<file path="src/rtl/logicunit_pkg.sv">
// rtl/logicunit_pkg.sv - shared encodings and bit-level logic function for the logic-unit arbiter
package logicunit_pkg;

    localparam logic [1:0] LU_AND = 2'd0;
    localparam logic [1:0] LU_OR  = 2'd1;
    localparam logic [1:0] LU_NOR = 2'd2;
    localparam logic [1:0] LU_XOR = 2'd3;

    typedef enum logic {
        ARB_EMPTY = 1'b0,
        ARB_FULL  = 1'b1
    } arb_state_t;

    // Behaviour of the original single-bit logic unit; the wide unit replicates it per bit.
    function automatic logic lu_bit(input logic a, input logic b, input logic [1:0] control);
        logic r;
        case (control)
            LU_AND:  r = a & b;
            LU_OR:   r = a | b;
            LU_NOR:  r = ~(a | b);
            default: r = a ^ b;
        endcase
        return r;
    endfunction

endpackage

</file>
<file path="src/rtl/logicunit_arbiter_if.sv">
// rtl/logicunit_arbiter_if.sv - two request ports and one response port of the logic-unit arbiter
interface logicunit_arbiter_if #(parameter int WIDTH = 32);

    logic             req0_valid;
    logic             req0_ready;
    logic [WIDTH-1:0] req0_A;
    logic [WIDTH-1:0] req0_B;
    logic [1:0]       req0_control;

    logic             req1_valid;
    logic             req1_ready;
    logic [WIDTH-1:0] req1_A;
    logic [WIDTH-1:0] req1_B;
    logic [1:0]       req1_control;

    logic             resp_valid;
    logic             resp_ready;
    logic [WIDTH-1:0] resp_out;
    logic             resp_id;

    modport slave (
        input  req0_valid, req0_A, req0_B, req0_control,
        output req0_ready,
        input  req1_valid, req1_A, req1_B, req1_control,
        output req1_ready,
        output resp_valid, resp_out, resp_id,
        input  resp_ready
    );

    modport master (
        output req0_valid, req0_A, req0_B, req0_control,
        input  req0_ready,
        output req1_valid, req1_A, req1_B, req1_control,
        input  req1_ready,
        input  resp_valid, resp_out, resp_id,
        output resp_ready
    );

endinterface

</file>
<file path="src/rtl/logicunit_w.sv">
// rtl/logicunit_w.sv - WIDTH-bit combinational logic unit built from the 1-bit unit per bit
module logicunit_w
    import logicunit_pkg::*;
#(
    parameter int WIDTH = 32
) (
    input  logic [WIDTH-1:0] a,
    input  logic [WIDTH-1:0] b,
    input  logic [1:0]       control,
    output logic [WIDTH-1:0] out
);

    for (genvar i = 0; i < WIDTH; i++) begin : g_bit
        assign out[i] = lu_bit(a[i], b[i], control);
    end

endmodule

</file>
<file path="src/rtl/logicunit_arbiter.sv">
// rtl/logicunit_arbiter.sv - round-robin share of one logic unit between two requesters,
// single-entry registered response
module logicunit_arbiter
    import logicunit_pkg::*;
#(
    parameter int WIDTH = 32
) (
    input  logic                 clk,
    input  logic                 reset,
    logicunit_arbiter_if.slave   bus
);

    arb_state_t       state;
    arb_state_t       state_nxt;
    logic             last_grant;
    logic             can_accept;
    logic             grant_valid;
    logic             grant_id;
    logic [WIDTH-1:0] op_a;
    logic [WIDTH-1:0] op_b;
    logic [1:0]       op_ctl;
    logic [WIDTH-1:0] lu_out;

    // Gating with reset keeps both readies low while reset is held and on its release edge.
    always_comb begin
        can_accept  = reset && ((state == ARB_EMPTY) || bus.resp_ready);
        grant_valid = can_accept && (bus.req0_valid || bus.req1_valid);
        grant_id    = 1'b0;
        if (bus.req0_valid && bus.req1_valid) begin
            grant_id = ~last_grant;
        end else if (bus.req1_valid) begin
            grant_id = 1'b1;
        end

        state_nxt = state;
        if (grant_valid) begin
            state_nxt = ARB_FULL;
        end else if ((state == ARB_FULL) && bus.resp_ready) begin
            state_nxt = ARB_EMPTY;
        end
    end

    assign bus.req0_ready = grant_valid && !grant_id;
    assign bus.req1_ready = grant_valid && grant_id;
    assign bus.resp_valid = (state == ARB_FULL);

    assign op_a   = grant_id ? bus.req1_A       : bus.req0_A;
    assign op_b   = grant_id ? bus.req1_B       : bus.req0_B;
    assign op_ctl = grant_id ? bus.req1_control : bus.req0_control;

    logicunit_w #(.WIDTH(WIDTH)) u_lu (
        .a       (op_a),
        .b       (op_b),
        .control (op_ctl),
        .out     (lu_out)
    );

    always_ff @(posedge clk or negedge reset) begin
        if (!reset) begin
            state <= ARB_EMPTY;
        end else begin
            state <= state_nxt;
        end
    end

    // last_grant resets to 1 so requester 0 wins the first conflict.
    always_ff @(posedge clk or negedge reset) begin
        if (!reset) begin
            bus.resp_out <= '0;
            bus.resp_id  <= 1'b0;
            last_grant   <= 1'b1;
        end else if (grant_valid) begin
            bus.resp_out <= lu_out;
            bus.resp_id  <= grant_id;
            last_grant   <= grant_id;
        end
    end

endmodule

</file>
<file path="src/flat_wrapper.sv">
// flat-port wrapper written by rule: the top's interface ports become plain ports
module logicunit_arbiter_flat import logicunit_pkg::*;
#(
    parameter int WIDTH = 32
)
  (clk, reset, bus_req0_valid, bus_req0_A, bus_req0_B, bus_req0_control, bus_req0_ready, bus_req1_valid, bus_req1_A, bus_req1_B, bus_req1_control, bus_req1_ready, bus_resp_valid, bus_resp_out, bus_resp_id, bus_resp_ready);
  logicunit_arbiter_if #(.WIDTH(WIDTH)) bus_i ();
  input  logic clk;
  input  logic reset;
  input wire logic [$bits(bus_i.req0_valid)-1:0] bus_req0_valid;
  input wire logic [$bits(bus_i.req0_A)-1:0] bus_req0_A;
  input wire logic [$bits(bus_i.req0_B)-1:0] bus_req0_B;
  input wire logic [$bits(bus_i.req0_control)-1:0] bus_req0_control;
  output wire logic [$bits(bus_i.req0_ready)-1:0] bus_req0_ready;
  input wire logic [$bits(bus_i.req1_valid)-1:0] bus_req1_valid;
  input wire logic [$bits(bus_i.req1_A)-1:0] bus_req1_A;
  input wire logic [$bits(bus_i.req1_B)-1:0] bus_req1_B;
  input wire logic [$bits(bus_i.req1_control)-1:0] bus_req1_control;
  output wire logic [$bits(bus_i.req1_ready)-1:0] bus_req1_ready;
  output wire logic [$bits(bus_i.resp_valid)-1:0] bus_resp_valid;
  output wire logic [$bits(bus_i.resp_out)-1:0] bus_resp_out;
  output wire logic [$bits(bus_i.resp_id)-1:0] bus_resp_id;
  input wire logic [$bits(bus_i.resp_ready)-1:0] bus_resp_ready;
  assign bus_i.req0_valid = bus_req0_valid;
  assign bus_i.req0_A = bus_req0_A;
  assign bus_i.req0_B = bus_req0_B;
  assign bus_i.req0_control = bus_req0_control;
  assign bus_req0_ready = bus_i.req0_ready;
  assign bus_i.req1_valid = bus_req1_valid;
  assign bus_i.req1_A = bus_req1_A;
  assign bus_i.req1_B = bus_req1_B;
  assign bus_i.req1_control = bus_req1_control;
  assign bus_req1_ready = bus_i.req1_ready;
  assign bus_resp_valid = bus_i.resp_valid;
  assign bus_resp_out = bus_i.resp_out;
  assign bus_resp_id = bus_i.resp_id;
  assign bus_i.resp_ready = bus_resp_ready;
  logicunit_arbiter #(.WIDTH(WIDTH)) u_core (.clk(clk), .reset(reset), .bus(bus_i));
endmodule
</file>
<file path="config.mk">
export PLATFORM = sky130hd
export DESIGN_NAME = logicunit_arbiter_flat
export DESIGN_NICKNAME = d
export VERILOG_FILES = /design/src/rtl/logicunit_pkg.sv /design/src/rtl/logicunit_arbiter_if.sv /design/src/rtl/logicunit_w.sv /design/src/rtl/logicunit_arbiter.sv /design/src/flat_wrapper.sv
export SDC_FILE = /design/constraint.sdc
export NUM_CORES = 1
export LEC_CHECK = 0
export CELL_PAD_IN_SITES_DETAIL_PLACEMENT = 1
export CELL_PAD_IN_SITES_GLOBAL_PLACEMENT = 2
export CORE_ASPECT_RATIO = 0.7
export CORE_MARGIN = 5
export CORE_UTILIZATION = 24
export CTS_BUF_LIST = sky130_fd_sc_hd__clkbuf_2 sky130_fd_sc_hd__clkbuf_4 sky130_fd_sc_hd__clkbuf_8
export CTS_CLUSTER_DIAMETER = 30
export DETAILED_ROUTE_END_ITERATION = 16
export GPL_TIMING_DRIVEN = 1
export PLACE_DENSITY = 0.84
export SYNTH_ARGS = -nofsm -noshare
export SYNTH_HDL_FRONTEND = slang
export SYNTH_HIERARCHICAL = 1
export SYNTH_SLANG_ARGS = --single-unit
</file>
<file path="constraint.sdc">
create_clock -name clk -period 2.38 [get_ports clk]
set_input_delay 0.476 -clock clk [delete_from_list [all_inputs] [get_ports clk]]
set_output_delay 0.476 -clock clk [all_outputs]
set_load 0.1 [all_outputs]
</file>
Yosys cells after proc, flatten, opt, wreduce, memory -nomap -nowiden
Index checks and enable logic that the tools add are counted.
{"block": "totals", "ff_bits": 35, "wordCells": 186}
{"block": "op_classes", "eq_ne": 2, "n_mux": 39, "bitwise_logic": 130, "reduce_logical": 11}
{"op": "1-bit case mux with 3 select lines", "n": 32}
{"op": "32-bit two-way mux", "n": 2}
{"op": "1-bit inverter", "n": 34}
{"op": "1-bit AND", "n": 32}
{"op": "1-bit bitwise OR", "n": 32}
{"op": "1-bit XOR", "n": 32}
{"op": "1-bit logical AND", "n": 6}
{"op": "1-bit two-way mux", "n": 4}
{"op": "2-bit by 1-bit == test with 1-bit output (second input constant)", "n": 1}
{"op": "2-bit == test (second input constant)", "n": 1}
{"op": "2-bit zero test", "n": 1}
{"op": "1-bit logical OR", "n": 2}
{"op": "2-bit two-way mux", "n": 1}
{"op": "2-bit nonzero test", "n": 1}
{"op": "1-bit zero test", "n": 1}

Longest topological paths before layout
{"block": "logic_depth", "word_depth": 6, "depth_mapped": 10}

By module
Netlist, hierarchy kept.
{"module": "logicunit_w", "n_inst": 1, "cells_each": 306, "area_per_inst_um2": 2215.9}
{"module": "logicunit_arbiter", "n_inst": 1, "cells_each": 153, "area_per_inst_um2": 2165.8}

Worst setup path before layout
No wires, ideal clock.
{"block": "synth_timing", "path_kind": "register to output", "startpoint": "reg u_core.state, in the netlist u_core/bus.resp_valid", "endpoint": "out bus_req0_ready", "arrival_time_ps": 2719, "slack_ps": -815, "path_stages_with_launch": 4, "path_buffers": 1, "cell_sequence": "dfrtp_1 -> a21oi_4 -> buf_6 -> nor2b_1"}
{"block": "synth_via", "elab_chain_cells": 5}
{"item": "start: declaration", "line": "logicunit_arbiter.sv:13", "source": "arb_state_t state;"}
{"item": "start signal: assignment", "line": "logicunit_arbiter.sv:62", "source": "state <= state_nxt;"}
{"item": "1-bit inverter", "line": "logicunit_arbiter.sv:26", "source": "can_accept = reset && ((state == ARB_EMPTY) || bus.resp_ready);"}
{"item": "1-bit logical OR", "line": "logicunit_arbiter.sv:26"}
{"item": "1-bit logical AND", "line": "logicunit_arbiter.sv:26"}
{"item": "1-bit logical AND", "line": "logicunit_arbiter.sv:27", "source": "grant_valid = can_accept && (bus.req0_valid || bus.req1_valid);"}
{"item": "1-bit logical AND", "line": "logicunit_arbiter.sv:43", "source": "assign bus.req0_ready = grant_valid && !grant_id;"}
{"item": "end: declaration", "line": "flat_wrapper.sv:14", "source": "output wire logic [$bits(bus_i.req0_ready)-1:0] bus_req0_ready;"}
Every way passes these cells.

Final worst setup path
{"block": "layout_timing", "startpoint": "reg u_core.last_grant", "endpoint": "reg u_core.bus.resp_out[26]"}
{"block": "layout_via", "elab_chain_cells": 6, "word_cells_on_any_way": 13, "cone_classes": "eq/ne (2); mux (5); bitwise (5); reduce/logical (1)"}
{"item": "start: declaration", "line": "logicunit_arbiter.sv:15", "source": "logic last_grant;"}
{"item": "start signal: assignment", "line": "logicunit_arbiter.sv:75", "source": "last_grant <= grant_id;"}
{"item": "1-bit inverter (*)", "line": "logicunit_arbiter.sv:30", "source": "grant_id = ~last_grant;"}
{"item": "1-bit two-way mux (*)", "line": "logicunit_arbiter.sv:29", "source": "if (bus.req0_valid && bus.req1_valid) begin"}
{"item": "32-bit two-way mux (*)", "line": "logicunit_arbiter.sv:47", "source": "assign op_a = grant_id ? bus.req1_A : bus.req0_A;"}
{"item": "named net u_core.op_a[26]", "line": "logicunit_arbiter.sv:19", "source": "logic [WIDTH-1:0] op_a;"}
{"item": "1-bit bitwise OR", "line": "logicunit_pkg.sv:19, logicunit_pkg.sv:20"}
{"item": "1-bit inverter", "line": "logicunit_pkg.sv:20", "source": "LU_NOR: r = ~(a | b);"}
{"item": "1-bit case mux with 3 select lines (*)", "line": "logicunit_pkg.sv:17", "source": "case (control)"}
{"item": "named net u_core.lu_out[26]", "line": "logicunit_arbiter.sv:22", "source": "logic [WIDTH-1:0] lu_out;"}
{"item": "end signal: assignment", "line": "logicunit_arbiter.sv:73", "source": "bus.resp_out <= lu_out;"}
{"item": "end: declaration", "line": "logicunit_arbiter_if.sv:26", "source": "output resp_valid, resp_out, resp_id,"}
The timed path passes the listed nets; every way through them passes the cells marked *.
A chain may end at the register's enable or synchronous reset.

==> metrics.cfg <==
[status]
status=finished with violations
violations=setup timing

[yosys]
avgSynthCellArea_um2=9.546
yosysSeqAreaShare_pct=20.02
synth.distinct_cells=21
syn_inst=459
ys_warn_count=6
syn_area_mm2=0.004382
synth_nets=660
synth-seq-cells=35

[floorplanning]
num_rows=41
design.portCount=173
die_h_um=123.1
core_area_mm2=0.01795
initial_core_util_pct=24.40
die_width_um=171.5
die-area_mm2=0.02110

[global_route]
grt_pass1_vias=4526
antenna_found_initial=1
grt_start_max_net_pins=36
gr-total-overflow=0
grt_usage_pct=13.88
grt_pass1_wl_um=23170

[clock_network]
htreeDepth=2
clock_sinks=35
clk_pin_slew_ps=90
ctsHoldBuffers=0
root_buffer=clkbuf_8
cts_tree=done
cts_buffers=5
cts_max_path_buffers=2
clock_latency_ps=290

[sta]
drv_slew=0
maxSlewHeadroom_pct=64.16
final_hold_viol_count=0
finalCriticalPeriod_ps=2417
fin_crit_sh_pct=101.5
worst_pin_slew_ps=537.6
max_freq_mhz=413.8
fin_worst_skew_ps=9.603
setup_viol=20
fin_ws_ps=-36.88
rsz0062_at_grt=true
fin_setup_tns_ps=-328.1

[critical_path]
crit_family=multiplexers
cp-end-kind=register
crit_chain=a21boi_4 > buf_12 > buf_12 > buf_16 > mux2_4 > inv_4 > ha_4 > mux2_4 > nand2_1 > o21ai_1 > mux2_4
cpMostUsedCell=mux2_4
cp_slowest_cell=dfstp_2
cp-start-kind=register
crit_fanout=6
crit_type=register to register
cp.required_ps=2550
cpPeakStageDelay_ps=580
crit_arrival_ps=2590
path_buf_inv=4

[drt]
initialDrtViolationCount=88
num_vias=4018
drc=0
first_pass_iters=4
wirelength_um=15730
viasPerCell=4.445
antenna_left=0
wl_per_cell_um=17.40

[worst_hold_path]
min_path_type=primary input to async pin

[placed_design]
io_buffers=172
place_hpwl_um=10670
gp_congestion=0.7766
pre_cts_ws_ps=-616.0

[final_layout]
fin_nets=868
layout_commonest_cell=clkdlybuf4s50_1
antenna_cells=0
drive_gt1_share_pct=45.81
area_growth_pct=70.07
final_cell_mix=133 x clkdlybuf4s50_1, 79 x mux2_4, 65 x buf_4

[power]
p_leak_uw=0.003492
irDropWorstVdd_mv=0.6487
p_per_area_mw_per_mm2=695.6

[job]
max_cap_violations=0

worst paths after layout:
path	start	endpoint	slack [ps]	cells after the start
worst max-delay path	u_core/last_grant	u_core/bus.resp_out[26]	-40	11
worst min-delay path	reset	u_core/bus.resp_out[7]	280	2
worst max register to register	u_core/last_grant	u_core/bus.resp_out[26]	-40	11
worst min register to register	u_core/bus.resp_out[31]	u_core/bus.resp_out[31]	520	1
max in group asynchronous	reset	u_core/bus.resp_out[26]	1720	2
min in group clk	reset	u_core/bus.resp_valid	480	3
kinds of logic (layout without fill, tap and decap cells):
| group | Yosys count | count (layout) | share of synthesized area, % |
|---|---|---|---|
| muxes | 132 | 132 | 36.55 |
| buffers and inverters | 94 | 303 | 11.02 |
| AOI/OAI and AO/OA | 67 | 67 | 8.138 |
| and+or+nand+nor | 67 | 67 | 5.997 |
| adders and majority gates | 64 | 64 | 18.28 |
| DFF | 35 | 35 | 20.02 |
synthesized netlist by cell type:
| cell type | number | share of area, % |
|---|---|---|
| a21boi_2 | 1 | 0.26 |
| a21oi_1 | 1 | 0.11 |
| a21oi_4 | 1 | 0.37 |
| and2_1 | 1 | 0.14 |
| buf_2 | 5 | 0.57 |
| buf_4 | 5 | 0.86 |
| buf_6 | 14 | 3.6 |
| clkbuf_1 | 4 | 0.34 |
| dfrtp_1 | 34 | 19 |
| dfstp_2 | 1 | 0.60 |
| ha_1 | 64 | 18 |
| inv_1 | 66 | 5.7 |
| mux2_2 | 100 | 26 |
| mux2_4 | 31 | 11 |
| mux2i_1 | 1 | 0.23 |
| nand2_1 | 62 | 5.3 |
| nor2b_1 | 3 | 0.43 |
| nor3_1 | 1 | 0.11 |
| o21ai_0 | 11 | 1.3 |
| o21ai_1 | 52 | 5.9 |
| o21ai_2 | 1 | 0.20 |
power by group:
group	leakage (uW)	total [uW]	internal (uW)	switching [uW]
Combinational	0.00301	3730	1440	2290
Clock	0.0000549	528	277	251
Sequential	0.000422	923	790	133
Total	0.00349	5180	2510	2680
final cells by class:
cell class / count / area [um^2]
Clock buffer: 8 / 103.9
Fill cell: 1999 / 10500
Inverter: 66 / 270.3
Multi-Input combinational cell: 330 / 3488
Sequential cell: 35 / 877.1
Tap cell: 236 / 295.3
Timing Repair Buffer: 229 / 2417
routing by layer:
| layer | vias up | share of wire, % | GRT usage (%) |
|---|---|---|---|
| li1 | 1946 | - | - |
| met1 | 1959 | 44 | 16.99 |
| met2 | 105 | 49 | 25.32 |
| met3 | 6 | 6.3 | 3.675 |
| met4 | 2 | 0.41 | 1.534 |
| met5 | - | 0.070 | 0 |
worst reg2reg max path, delay by kind of cell (launching register included):
family	cells	cell delay (ps)
compound gates	2	130
mux	3	830
flops	1	580
fa+ha+maj	1	190
buf+inv	4	510
simple gates	1	60
metrics by stage:
stage	power (uW)	std cells	area [um^2]	utilization, %	hold WS [ps]
3_3_place_gp	4081	858	6331	35.26	493.3
3_5_place_dp	4187	858	6331	35.26	501.6
4_1_cts	5052	895	7096	39.52	284.9
2_1_floorplan	3306	459	4398	-	180.4
5_1_grt	5444	904	7452	41.51	318.1
6_report	5184	904	7452	41.51	276.1
state kept, by name (all words and copies together), names as in the netlist:
signal / cells
u_core/bus.resp_id: 1
u_core/bus.resp_out: 32
u_core/bus.resp_valid: 1
u_core/last_grant: 1
what timing repair did:
item,CTS,global route
pin swaps,3,5
setup buffers,22,9
cloned,7,1
setup endpoints to repair,32,31
resized for setup,74,77
Power figures use the tool's default switching activity.
